### src/rtl/cricket_pkg.sv
// Shared types and constants for the cricket ball scorer.
package cricket_pkg;

    localparam int unsigned BALLS_PER_OVER = 6;

    // Outcome codes reported on last_outcome
    typedef enum logic [3:0] {
        DOT    = 4'd0,
        ONE    = 4'd1,
        TWO    = 4'd2,
        THREE  = 4'd3,
        FOUR   = 4'd4,
        SIX    = 4'd6,
        WICKET = 4'd7,
        WIDE   = 4'd8,
        NOBALL = 4'd9
    } outcome_e;

    typedef enum logic [1:0] {
        ST_READY = 2'd0,
        ST_UPD   = 2'd1,
        ST_DONE  = 2'd2
    } state_e;

endpackage

### src/rtl/cricket_ball_scorer_if.sv
// Bowl request / scoreboard bundle between the game controller and the scorer.
interface cricket_ball_scorer_if #(
    parameter int unsigned SCORE_W = 10,
    parameter int unsigned OVER_W  = 5
);
    logic [3:0]         random_number;
    logic               bowl;
    logic               new_innings;
    logic [SCORE_W-1:0] score;
    logic [3:0]         wickets;
    logic [OVER_W-1:0]  overs;
    logic [2:0]         balls;
    logic [3:0]         last_outcome;
    logic               ball_valid;
    logic               busy;
    logic               innings_done;

    modport master (
        output random_number, bowl, new_innings,
        input  score, wickets, overs, balls, last_outcome, ball_valid, busy, innings_done
    );

    modport slave (
        input  random_number, bowl, new_innings,
        output score, wickets, overs, balls, last_outcome, ball_valid, busy, innings_done
    );
endinterface

### src/rtl/cricket_outcome_decode.sv
// Maps a 4-bit random sample to a ball outcome.
// CRICKET_EXTRAS_EN turns samples 14/15 into WIDE/NOBALL (1 run, not legal);
// otherwise they decode as ONE and DOT legal balls.
module cricket_outcome_decode
    import cricket_pkg::*;
(
    input  logic [3:0] rn_i,
    output outcome_e   code_o,
    output logic [2:0] runs_o,
    output logic       legal_o,
    output logic       is_wicket_o
);

    // Pure lookup from sample to outcome
    always_comb begin
        code_o      = DOT;
        runs_o      = 3'd0;
        legal_o     = 1'b1;
        is_wicket_o = 1'b0;
        case (rn_i)
            4'd4, 4'd5, 4'd6: begin code_o = ONE;   runs_o = 3'd1; end
            4'd7, 4'd8:       begin code_o = TWO;   runs_o = 3'd2; end
            4'd9:             begin code_o = THREE; runs_o = 3'd3; end
            4'd10, 4'd11:     begin code_o = FOUR;  runs_o = 3'd4; end
            4'd12:            begin code_o = SIX;   runs_o = 3'd6; end
            4'd13:            begin code_o = WICKET; is_wicket_o = 1'b1; end
`ifdef CRICKET_EXTRAS_EN
            4'd14:            begin code_o = WIDE;   runs_o = 3'd1; legal_o = 1'b0; end
            4'd15:            begin code_o = NOBALL; runs_o = 3'd1; legal_o = 1'b0; end
`else
            4'd14:            begin code_o = ONE;   runs_o = 3'd1; end
            4'd15:            begin code_o = DOT; end
`endif
            default:          begin code_o = DOT; end
        endcase
    end

endmodule

### src/rtl/cricket_ball_scorer.sv
// Innings scoreboard: accepts a bowl request, decodes the sampled random
// number one cycle later and updates runs/wickets/overs/balls.
// Optional extras decode selected by CRICKET_EXTRAS_EN (see cricket_outcome_decode).
module cricket_ball_scorer
    import cricket_pkg::*;
#(
    parameter int unsigned MAX_OVERS   = 20,
    parameter int unsigned MAX_WICKETS = 10,
    parameter int unsigned SCORE_W     = 10,
    parameter int unsigned OVER_W      = 5
) (
    input  logic                  clk,
    input  logic                  rst,
    cricket_ball_scorer_if.slave  bus
);

    state_e             state_q, state_d;
    logic [3:0]         rn_q, rn_d;
    logic [SCORE_W-1:0] score_q, score_d;
    logic [3:0]         wickets_q, wickets_d;
    logic [OVER_W-1:0]  overs_q, overs_d;
    logic [2:0]         balls_q, balls_d;
    outcome_e           last_outcome_q, last_outcome_d;
    logic               ball_valid_q, ball_valid_d;

    outcome_e           code;
    logic [2:0]         runs;
    logic               legal;
    logic               is_wicket;
    logic [SCORE_W:0]   sum;

    cricket_outcome_decode u_decode (
        .rn_i        (rn_q),
        .code_o      (code),
        .runs_o      (runs),
        .legal_o     (legal),
        .is_wicket_o (is_wicket)
    );

    // Next-state: accept in READY, apply in UPD, hold in DONE; new_innings overrides all
    always_comb begin
        state_d        = state_q;
        rn_d           = rn_q;
        score_d        = score_q;
        wickets_d      = wickets_q;
        overs_d        = overs_q;
        balls_d        = balls_q;
        last_outcome_d = last_outcome_q;
        ball_valid_d   = 1'b0;
        sum            = {1'b0, score_q} + {{(SCORE_W-2){1'b0}}, runs};

        case (state_q)
            ST_READY: begin
                if (bus.bowl) begin
                    rn_d    = bus.random_number;
                    state_d = ST_UPD;
                end
            end
            ST_UPD: begin
                score_d        = sum[SCORE_W] ? '1 : sum[SCORE_W-1:0];
                last_outcome_d = code;
                ball_valid_d   = 1'b1;
                if (is_wicket) begin
                    wickets_d = wickets_q + 4'd1;
                end
                if (legal) begin
                    if (balls_q == 3'(BALLS_PER_OVER - 1)) begin
                        balls_d = 3'd0;
                        overs_d = overs_q + 1'b1;
                    end else begin
                        balls_d = balls_q + 3'd1;
                    end
                end
                // Terminal test uses the post-update counters
                if (wickets_d == 4'(MAX_WICKETS) || overs_d == OVER_W'(MAX_OVERS)) begin
                    state_d = ST_DONE;
                end else begin
                    state_d = ST_READY;
                end
            end
            ST_DONE: begin
                state_d = ST_DONE;
            end
            default: begin
                state_d = ST_READY;
            end
        endcase

        if (bus.new_innings) begin
            state_d        = ST_READY;
            score_d        = '0;
            wickets_d      = '0;
            overs_d        = '0;
            balls_d        = '0;
            last_outcome_d = DOT;
            ball_valid_d   = 1'b0;
        end
    end

    // Scoreboard and FSM registers
    always_ff @(posedge clk or posedge rst) begin
        if (rst) begin
            state_q        <= ST_READY;
            rn_q           <= '0;
            score_q        <= '0;
            wickets_q      <= '0;
            overs_q        <= '0;
            balls_q        <= '0;
            last_outcome_q <= DOT;
            ball_valid_q   <= 1'b0;
        end else begin
            state_q        <= state_d;
            rn_q           <= rn_d;
            score_q        <= score_d;
            wickets_q      <= wickets_d;
            overs_q        <= overs_d;
            balls_q        <= balls_d;
            last_outcome_q <= last_outcome_d;
            ball_valid_q   <= ball_valid_d;
        end
    end

    assign bus.score        = score_q;
    assign bus.wickets      = wickets_q;
    assign bus.overs        = overs_q;
    assign bus.balls        = balls_q;
    assign bus.last_outcome = last_outcome_q;
    assign bus.ball_valid   = ball_valid_q;
    assign bus.busy         = (state_q == ST_UPD);
    assign bus.innings_done = (state_q == ST_DONE);

endmodule

### src/flat_wrapper.sv
// flat-port wrapper written by rule: the top's interface ports become plain ports
module cricket_ball_scorer_flat import cricket_pkg::*;
#(
    parameter int unsigned MAX_OVERS   = 20,
    parameter int unsigned MAX_WICKETS = 10,
    parameter int unsigned SCORE_W     = 10,
    parameter int unsigned OVER_W      = 5
)
  (clk, rst, bus_random_number, bus_bowl, bus_new_innings, bus_score, bus_wickets, bus_overs, bus_balls, bus_last_outcome, bus_ball_valid, bus_busy, bus_innings_done);
  cricket_ball_scorer_if #(.SCORE_W(SCORE_W), .OVER_W(OVER_W)) bus_i ();
  input  logic clk;
  input  logic rst;
  input wire logic [$bits(bus_i.random_number)-1:0] bus_random_number;
  input wire logic [$bits(bus_i.bowl)-1:0] bus_bowl;
  input wire logic [$bits(bus_i.new_innings)-1:0] bus_new_innings;
  output wire logic [$bits(bus_i.score)-1:0] bus_score;
  output wire logic [$bits(bus_i.wickets)-1:0] bus_wickets;
  output wire logic [$bits(bus_i.overs)-1:0] bus_overs;
  output wire logic [$bits(bus_i.balls)-1:0] bus_balls;
  output wire logic [$bits(bus_i.last_outcome)-1:0] bus_last_outcome;
  output wire logic [$bits(bus_i.ball_valid)-1:0] bus_ball_valid;
  output wire logic [$bits(bus_i.busy)-1:0] bus_busy;
  output wire logic [$bits(bus_i.innings_done)-1:0] bus_innings_done;
  assign bus_i.random_number = bus_random_number;
  assign bus_i.bowl = bus_bowl;
  assign bus_i.new_innings = bus_new_innings;
  assign bus_score = bus_i.score;
  assign bus_wickets = bus_i.wickets;
  assign bus_overs = bus_i.overs;
  assign bus_balls = bus_i.balls;
  assign bus_last_outcome = bus_i.last_outcome;
  assign bus_ball_valid = bus_i.ball_valid;
  assign bus_busy = bus_i.busy;
  assign bus_innings_done = bus_i.innings_done;
  cricket_ball_scorer #(.MAX_OVERS(MAX_OVERS), .MAX_WICKETS(MAX_WICKETS), .SCORE_W(SCORE_W), .OVER_W(OVER_W)) u_core (.clk(clk), .rst(rst), .bus(bus_i));
endmodule
### config.mk
export PLATFORM = sky130hd
export DESIGN_NAME = cricket_ball_scorer_flat
export DESIGN_NICKNAME = d
export VERILOG_FILES = /design/src/rtl/cricket_pkg.sv /design/src/rtl/cricket_ball_scorer_if.sv /design/src/rtl/cricket_outcome_decode.sv /design/src/rtl/cricket_ball_scorer.sv /design/src/flat_wrapper.sv
export SDC_FILE = /design/constraint.sdc
export NUM_CORES = 1
export LEC_CHECK = 0
export BUFFER_PORTS_ARGS = -buffer_cell sky130_fd_sc_hd__buf_2
export CAP_MARGIN = 20
export CORE_ASPECT_RATIO = 1.75
export CORE_MARGIN = 4
export CORE_UTILIZATION = 30
export CTS_CLUSTER_DIAMETER = 40
export DETAILED_ROUTE_END_ITERATION = 6
export HOLD_SLACK_MARGIN = 0.02
export RECOVER_POWER = 25
export SLEW_MARGIN = 15
export SYNTH_ARGS = -nofsm -noshare
export SYNTH_HDL_FRONTEND = slang
export SYNTH_SLANG_ARGS = --single-unit
### constraint.sdc
create_clock -name clk -period 3.1 [get_ports clk]
set_input_delay 0.62 -clock clk [delete_from_list [all_inputs] [get_ports clk]]
set_output_delay 0.62 -clock clk [all_outputs]
set_load 0.005 [all_outputs]
==> flow_summary.toml, run 1 <==
[worst_setup_path]
max_stage_delay_ns = 0.45
ff2ff_setup_slack_ns = 0.73
critPathMaxFanout = 9
rr_startpoint = "u_core.rn_q[1]"
cp_cell_sequence = "nand2b_1, nand3_1, o21ai_0, ha_1, fa_1, a21oi_1, nor3_1, a31oi_1, nor3_1"
end_kind = "flip-flop"
cp_slowest_cell = "dfrtp_1"
r2r_end = "u_core.bus.score[8]"
reg2reg_depth = 9
critPathLaunch = "u_core.rn_q[1]"
crit_family = "adder cells"
cp.buffers_inverters = 0
crit_arrival_ns = 2.52
worstPathRequired_ns = 3.25
worst_setup_path_start_kind = "flip-flop"
cpMostUsedCell = "nor3_1"
critical_path_class = "flip-flop to flip-flop"

[synthesis]
synth_common_cells = "dfrtp_1, nor2_1, nor3_1"
synth-edff-count = 0
synth_flop_cell = "dfrtp_1"
syn_area_sq_mm = 0.001849
syn-num-nets = 204
synthCells = 190
ys_ff_latch = 32
synth.distinct_cells = 47
synth_top_area_share_pct = 43.30
synthArstFlopShare_pct = 100.0
yosysSeqAreaShare_pct = 43.30
yosysWarningCount = 0
syn_avg_cell_area_sq_um = 9.733
synth_top_area_cell = "dfrtp_1"
yosysMostFrequentCell = "dfrtp_1"
yosys-top-cells-area = "dfrtp_1, nor3_1, nor2_1"

[global_route]
track_usage_pct = 12.99
grt.met3_usage_pct = 3.229
grt_start_max_net_pins = 33
grt_pass1_wl_um = 7355
grt.busiest_layer = "met2"
grt_antenna_before_repair = 0
first_global_vias = 1538
grt.overflow.total = 0
grt.met2_usage_pct = 22.21
use_met1_pct = 14.38

[timing]
slew_headroom_pct = -20.85
finalCriticalPeriod_ns = 2.374
fin_tns_setup_ns = 0
rsz0062_at_grt = "false"
finalHoldWorstSlack_ns = 0.5554
final-max-slew-violation-count = 33
fin_skew_ns = 0.008983
setup_viol = 0
final-hold-violation-count = 0
fin_crit_sh_pct = 76.59
worst_pin_slew_ns = 1.813
max_freq_mhz = 421.2

[clock_tree]
cts_resized = 0
numCtsBuffers = 5
postCtsSetupBuffers = 0
clockBufferDepth = 2
cts_tree = "built"
root_buffer = "clkbuf_8"
htree_levels = 2
cts_hold_buf = 0
clkTransAtPathRegs_ns = 0.07
clkSinkCount = 32
clkLatencyLatePin_ns = 0.28

[floorplanning]
die_w_um = 67.35
core-area_sq_mm = 0.005926
initial_core_util_pct = 31.21
die_h_um = 111.9
num_rows = 37
ios = 37
die_area_sq_mm = 0.007534

[power_and_ir_drop]
p_leak_nw = 1.012
irDropWorstVdd_v = 0.0002586
cellPowerDensity_mw_per_mm2 = 421.6

[hold_path]
holdPathStages = 2
hp-class = "flip-flop to flip-flop"
hold_end = "u_core.bus.last_outcome[2]"
hp-start = "u_core.bus.last_outcome[2]"

[place]
gp_congestion = 0.8418
portBuffers = 35
dp_hpwl_um = 3136

[final_layout]
fill_cells = 651
drive_gt1_share_pct = 23.89
final_nets = 239
multi_input_area_sq_um = 970.9
regArea_sq_um = 800.8
area_growth_pct = 16.64
antenna_cells = 0
final_core_util_pct = 36.40

[detailed_routing]
wl_per_cell_um = 14.50
drt_iter0_drc = 61
firstDrtPassIters = 4
vias_per_cell = 5.151
drt_wl_total_um = 4408
drc = 0
vias = 1566
postRouteAntennaNets = 0

[flow_run]
maxCapViolCount = 1

[outcome]
outcome = "finished, violations left"
violations = "capacitance limit, slew limit"
==> kinds of logic after synthesis <==
group	synth area share (%)
buffers and inverters	4.195
AOI/OAI and AO/OA	11.37
adders and majority gates	4.466
DFF	43.30
other	0.2028
muxes	4.601
and+or+nand+nor	26.66
xor gates and xnor gates	5.210
==> state kept, by name, indices dropped and copies added (netlist names) <==
| register | cells |
|---|---|
| u_core.bus.overs | 5 |
| u_core.rn_q | 4 |
| u_core.bus.score | 10 |
| u_core.bus.balls | 3 |
| u_core.bus.ball_valid | 1 |
| u_core.bus.wickets | 4 |
| u_core.bus.last_outcome | 3 |
| u_core.state_q | 2 |
==> metrics by stage <==
stage,power [W],std cells,setup WS [ns],cell area [sq um]
after floorplan,0.0005499,190,0.9110,1849
after detailed placement,0.0005814,296,0.7203,2071
after CTS,0.0009262,304,0.7179,2161
final,0.0009094,304,0.7257,2157
after global placement,0.0005790,296,0.7907,2071
after global routing,0.0009666,304,0.5365,2157
==> cell type report <==
cell class                      count  area share, %
Inverter                            5         0.8701
Sequential cell                    32          37.12
Clock buffer                        8          4.176
Timing Repair Buffer               36          8.295
Multi-Input combinational cell    145          45.01
Tap cell                           78          4.524
==> how the worst max path moves through the flow <==
stage / endpoint / slack, ns / cells past startpoint
after floorplan: u_core.bus.score[9] / 0.91 / 10
after global placement: u_core.bus.score[8] / 0.79 / 9
final: u_core.bus.score[8] / 0.73 / 9
after global routing: u_core.bus.score[9] / 0.54 / 9
after detailed placement: u_core.bus.score[8] / 0.72 / 9
after CTS: u_core.bus.score[8] / 0.72 / 9
==> metal layers <==
layer	vias to the layer above	share of wire, %	wire, um
met3	10	4.9	215
met2	42	55	2417
met4	0	2.9	129
met5	-	0	0
met1	758	37	1646
li1	756	-	-
==> cells in the final DEF, fill, tap and decap left out, drive strengths merged, types with 5 or more instances in the layout <==
cell type | netlist | layout
a21oi | 8 | 8
nand3 | 9 | 9
dfrtp | 32 | 32
buf | 5 | 35
o21ai | 6 | 6
inv | 5 | 5
nand2b | 5 | 5
xnor2 | 7 | 7
ha | 5 | 5
nand2 | 11 | 11
nor2 | 21 | 21
nor3 | 17 | 17
clkbuf | 3 | 9
==> report_power, final <==
group          switching (W)  internal [W]
combinational      0.0000642     0.0000483
sequential         0.0000239      0.000433
clock               0.000159      0.000181
==> worst min-delay path, delay by kind of cell, from the launching register on <==
kind             cells  cell delay (ns)
flip-flops           1             0.40
AND/OR/NAND/NOR      1             0.06
AO/OA/AOI/OAI        1             0.05
Note: power is estimated with default switching activity, not from simulation.
==> inputs of run 2 (changes only) <==
==> constraint.sdc (replaced) <==
create_clock -name clk -period 2.2 [get_ports clk]
set_input_delay 0.44 -clock clk [delete_from_list [all_inputs] [get_ports clk]]
set_output_delay 0.44 -clock clk [all_outputs]
set_load 0.005 [all_outputs]
==> flow_summary.toml, run 2 (synthesized netlist as in run 1, its figures left out) <==
[outcome]
outcome = "finished clean"

[timing]
fin_skew_ns = 0.004858
worst_pin_slew_ns = 0.8123
setup_viol = 0
slew_headroom_pct = 45.85
rsz0062_at_grt = "false"
final-max-slew-violation-count = 0
finalCriticalPeriod_ns = 2.076
max_freq_mhz = 481.8
fin_crit_sh_pct = 94.34
fin_tns_setup_ns = 0
finalHoldWorstSlack_ns = 0.3874
final-hold-violation-count = 0

[clock_tree]
root_buffer = "clkbuf_8"
htree_levels = 2
clkTransAtPathRegs_ns = 0.07
cts_tree = "built"
clkSinkCount = 32
cts_hold_buf = 0
clkLatencyLatePin_ns = 0.28
numCtsBuffers = 5
clockBufferDepth = 2

[detailed_routing]
postRouteAntennaNets = 0
drt_wl_total_um = 4462
firstDrtPassIters = 4
vias = 1600
wl_per_cell_um = 14.12
drt_iter0_drc = 68
drc = 0
vias_per_cell = 5.063

[power_and_ir_drop]
p_leak_nw = 1.090
p_sw_w = 0.0003701
clockPowerShare_pct = 35.4
p_seq_share_pct = 47.6
p_total_w = 0.001340
p_int_w = 0.0009703
irDropWorstVdd_v = 0.0004877
cellPowerDensity_mw_per_mm2 = 571.6
power_switching_share_pct = 27.61
p_comb_share_pct = 17.0

[floorplanning]
die_h_um = 111.9
initial_core_util_pct = 31.21
core-area_sq_mm = 0.005926
num_rows = 37
ios = 37
die_area_sq_mm = 0.007534
die_w_um = 67.35

[worst_setup_path]
crit_arrival_ns = 2.26
critical_path_class = "flip-flop to flip-flop"
critPathMaxFanout = 7
worstPathRequired_ns = 2.39
worst_setup_path_start_kind = "flip-flop"
end_kind = "flip-flop"

[final_layout]
area_growth_pct = 26.79
fill_cells = 640
antenna_cells = 0
drive_gt1_share_pct = 35.71
multi_input_area_sq_mm = 0.001061
final_nets = 251
fin_area_sq_mm = 0.002345
largest_reg_flops = 10
regArea_sq_um = 800.8
final_cell_mix = "buf_2, dfrtp_1, nor2_1, nor3_1"
final_common_cell = "buf_2"

[global_route]
grt_antenna_before_repair = 0
track_usage_pct = 12.37
grt_pass1_wl_um = 7072
grt.overflow.total = 0
first_global_vias = 1532
grt_start_max_net_pins = 33

[place]
gp_congestion = 0.8640
dpl-instance-area_sq_mm = 0.002138
portBuffers = 35
dp_hpwl_um = 3187

[hold_path]
hp-class = "primary input to async pin"

[flow_run]
maxCapViolCount = 0
## run 2: cell types whose count changed in the layout (fill, tap and decap cells not counted), sizes merged
| cell | delta |
|---|---|
| buf | +12 |
| clkbuf | -2 |
| clkinv | +2 |
## run 2: metal layers
layer | vias to the layer above | GRT usage, % | part of all wire, %
li1 | 780 | - | -
met1 | 787 | 13.01 | 40
met2 | 27 | 22.47 | 55
met3 | 6 | 3.229 | 4.1
met4 | 0 | 4.743 | 1.4
met5 | - | 0 | 0
## run 2: critical path, stage by stage, from the launching register on
cell	delay, ns
dfrtp_1	0.41
nand3b_1	0.22
o21ai_2	0.16
ha_2	0.20
fa_2	0.25
a21oi_4	0.07
nor4_4	0.26
buf_6	0.17
nor4_2	0.04
a211oi_1	0.20
## run 2: timing repair
item / in CTS / in global routing
resized for setup: 1 / 20
pin swaps: 0 / 7
buffers inserted: 0 / 4
setup endpoints to repair: 2 / 10
## run 2: final timing paths
check,from,end,depth (start not counted),slack (ns)
worst max-delay path,u_core.rn_q[1],u_core.bus.score[9],9,0.12
worst min-delay path,rst,u_core.bus.balls[0],3,0.39
worst max register to register,u_core.rn_q[1],u_core.bus.score[9],9,0.12
worst min register to register,u_core.bus.last_outcome[2],u_core.bus.last_outcome[2],2,0.56
max in group asynchronous,rst,u_core.bus.score[1],3,1.30
min in group clk,bus_random_number[3],u_core.rn_q[3],2,0.39
## run 2: power groups by stage
| stage | sequential (W) | clock, W | combinational (W) |
|---|---|---|---|
| after floorplan | 0.000642 | 0 | 0.000133 |
| after global placement | 0.000645 | 0 | 0.000196 |
| after detailed placement | 0.000646 | 0 | 0.000197 |
| after CTS | 0.000635 | 0.000491 | 0.000198 |
| after global routing | 0.000640 | 0.000520 | 0.000255 |
| final | 0.000638 | 0.000475 | 0.000228 |
## run 2: cell type report
class                           count  share of cell area, %
Timing Repair Buffer               48                  11.69
Clock buffer                        6                  3.522
Tap cell                           78                  4.162
Sequential cell                    32                  34.15
Clock inverter                      2                 0.4269
Multi-Input combinational cell    145                  45.25
Inverter                            5                 0.8004
## run 2: metrics by stage
step | std cells | setup WS [ns] | utilization, %
6_report | 316 | 0.1244 | 39.57
2_1_floorplan | 190 | 0.01102 | -
3_5_place_dp | 305 | -0.02576 | 36.09
5_1_grt | 316 | 0.02737 | 39.57
3_3_place_gp | 305 | -0.02320 | 36.09
4_1_cts | 313 | -0.02836 | 37.75
==> inputs of run 3 (changes only) <==
--- a/config.mk
+++ b/config.mk
@@ -9,10 +9,11 @@
 export CAP_MARGIN = 20
 export CORE_ASPECT_RATIO = 1.75
 export CORE_MARGIN = 4
-export CORE_UTILIZATION = 30
+export CORE_UTILIZATION = 40
 export CTS_CLUSTER_DIAMETER = 40
 export DETAILED_ROUTE_END_ITERATION = 6
 export HOLD_SLACK_MARGIN = 0.02
+export PLACE_DENSITY = 0.58
 export RECOVER_POWER = 25
 export SLEW_MARGIN = 15
 export SYNTH_ARGS = -nofsm -noshare
==> flow_summary.toml, run 3 (synthesized netlist as in run 1, its figures left out) <==
[worst_setup_path]
rr_startpoint = "u_core.rn_q[1]"
crit_arrival_ns = 2.34
worst_setup_path_start_kind = "flip-flop"
ff2ff_setup_slack_ns = 0.06
reg2reg_depth = 9
critPathMaxFanout = 4
r2r_end = "u_core.bus.score[9]"
critical_path_class = "flip-flop to flip-flop"
worstPathRequired_ns = 2.39
end_kind = "flip-flop"

[detailed_routing]
drc = 0
postRouteAntennaNets = 0
drt_iter0_drc = 28
drt_wl_total_um = 4483
firstDrtPassIters = 4
wl_per_cell_um = 15.62
vias_per_cell = 5.547
vias = 1592

[timing]
slew_headroom_pct = 45.08
rsz0062_at_grt = "true"
max_freq_mhz = 466.9
fin_skew_ns = 0.002469
final-max-slew-violation-count = 0
worst_pin_slew_ns = 0.8238
fin_tns_setup_ns = 0
setup_viol = 0
fin_crit_sh_pct = 97.34
setup_slack_ns = 0.05843
final-hold-violation-count = 0
finalCriticalPeriod_ns = 2.142

[hold_path]
hold_end = "u_core.rn_q[3]"
holdPathStages = 2
hp-class = "primary input to flip-flop"
hp-start = "bus_random_number[3]"

[floorplanning]
die_h_um = 97.95
initial_core_util_pct = 41.61
die_area_sq_mm = 0.005818
ios = 37
num_rows = 32
core-area_sq_mm = 0.004444
die_w_um = 59.40

[clock_tree]
cts_hold_buf = 0
clkTransAtPathRegs_ns = 0.06
root_buffer = "clkbuf_8"
numCtsBuffers = 5
htree_levels = 2
clkLatencyLatePin_ns = 0.28
clockBufferDepth = 2
cts_tree = "built"
clkSinkCount = 32

[global_route]
grt_start_max_net_pins = 33
grt.overflow.total = 0
first_global_vias = 1562
grt_pass1_wl_um = 7424
track_usage_pct = 16.43
grt_antenna_before_repair = 0

[final_layout]
drive_gt1_share_pct = 34.75
final_nets = 250
final_core_util_pct = 51.60
largest_reg_flops = 10
final_common_cell = "buf_2"
area_growth_pct = 24.02
fill_cells = 401
final_cell_mix = "buf_2, dfrtp_1, nor2_1, nor3_1, buf_4"
antenna_cells = 0

[power_and_ir_drop]
cellPowerDensity_mw_per_mm2 = 591.9
p_leak_nw = 1.085
irDropWorstVdd_v = 0.0003648

[place]
gp_congestion = 0.8208
dp_hpwl_um = 3140
dp_slack_ns = -0.03656
portBuffers = 35

[flow_run]
maxCapViolCount = 0

[outcome]
outcome = "finished clean"
run 3: cell types whose count changed in the layout (fill, tap and decap cells not counted), sizes merged:
| cell | previous run | this run |
|---|---|---|
| clkinv | 2 | 0 |
| buf | 47 | 46 |
| clkbuf | 7 | 8 |
run 3: worst max-delay path by stage:
stage | start | end | slack (ns) | cells past startpoint
4_1_cts | u_core.rn_q[1] | u_core.bus.score[9] | 0.02 | 9
3_5_place_dp | u_core.rn_q[1] | u_core.bus.score[9] | -0.04 | 9
3_3_place_gp | u_core.rn_q[1] | u_core.bus.score[7] | 0.01 | 7
6_report | u_core.rn_q[1] | u_core.bus.score[9] | 0.06 | 9
2_1_floorplan | u_core.rn_q[1] | u_core.bus.score[9] | 0.01 | 10
5_1_grt | u_core.rn_q[1] | u_core.bus.score[7] | -0.06 | 9
run 3: final cells by class:
class / instances / area [sq um] / share of cell area (%)
Clock buffer: 7 / 96.34 / 4.201
Sequential cell: 32 / 800.8 / 34.92
Inverter: 5 / 18.77 / 0.8183
Tap cell: 51 / 63.81 / 2.782
Multi-Input combinational cell: 145 / 1051 / 45.83
Timing Repair Buffer: 47 / 262.8 / 11.46
run 3: repair_timing:
| item | CTS | global route |
|---|---|---|
| buffers inserted | 0 | 3 |
| hold endpoints to repair | 0 | 0 |
| setup endpoints to repair | 7 | 10 |
| pin swaps | 0 | 7 |
| resized for setup | 2 | 17 |
run 3: through the flow:
stage / hold slack, ns / power (W) / instance area, sq um / std cells
floorplan: 0.5147 / 0.0007748 / 1849 / 190
CTS: 0.2529 / 0.001343 / 2197 / 284
global placement: 0.5050 / 0.0008430 / 2097 / 277
finish: 0.3833 / 0.001357 / 2293 / 287
detailed placement: 0.5134 / 0.0008437 / 2097 / 277
global route: 0.3904 / 0.001427 / 2293 / 287
run 3: per-layer routing:
metal / track usage [%] / vias to the layer above / routed length (um)
met3: 3.968 / 8 / 181
met5: 0 / - / 0
met1: 18.83 / 778 / 1720
met2: 28.31 / 27 / 2470
li1: - / 779 / -
met4: 6.283 / 0 / 111
run 3: worst max-delay path: stages, from the launching register on:
cell	delay [ns]
dfrtp_1	0.41
nand3b_1	0.20
o21ai_2	0.14
ha_2	0.22
fa_2	0.25
a21oi_4	0.08
nor4_4	0.30
buf_4	0.19
nor4_2	0.04
a211oi_1	0.23
run 3: power breakdown:
part / switching (W) / internal, W
Sequential: 0.0000247 / 0.000611
Combinational: 0.000124 / 0.000107
Clock: 0.000212 / 0.000278
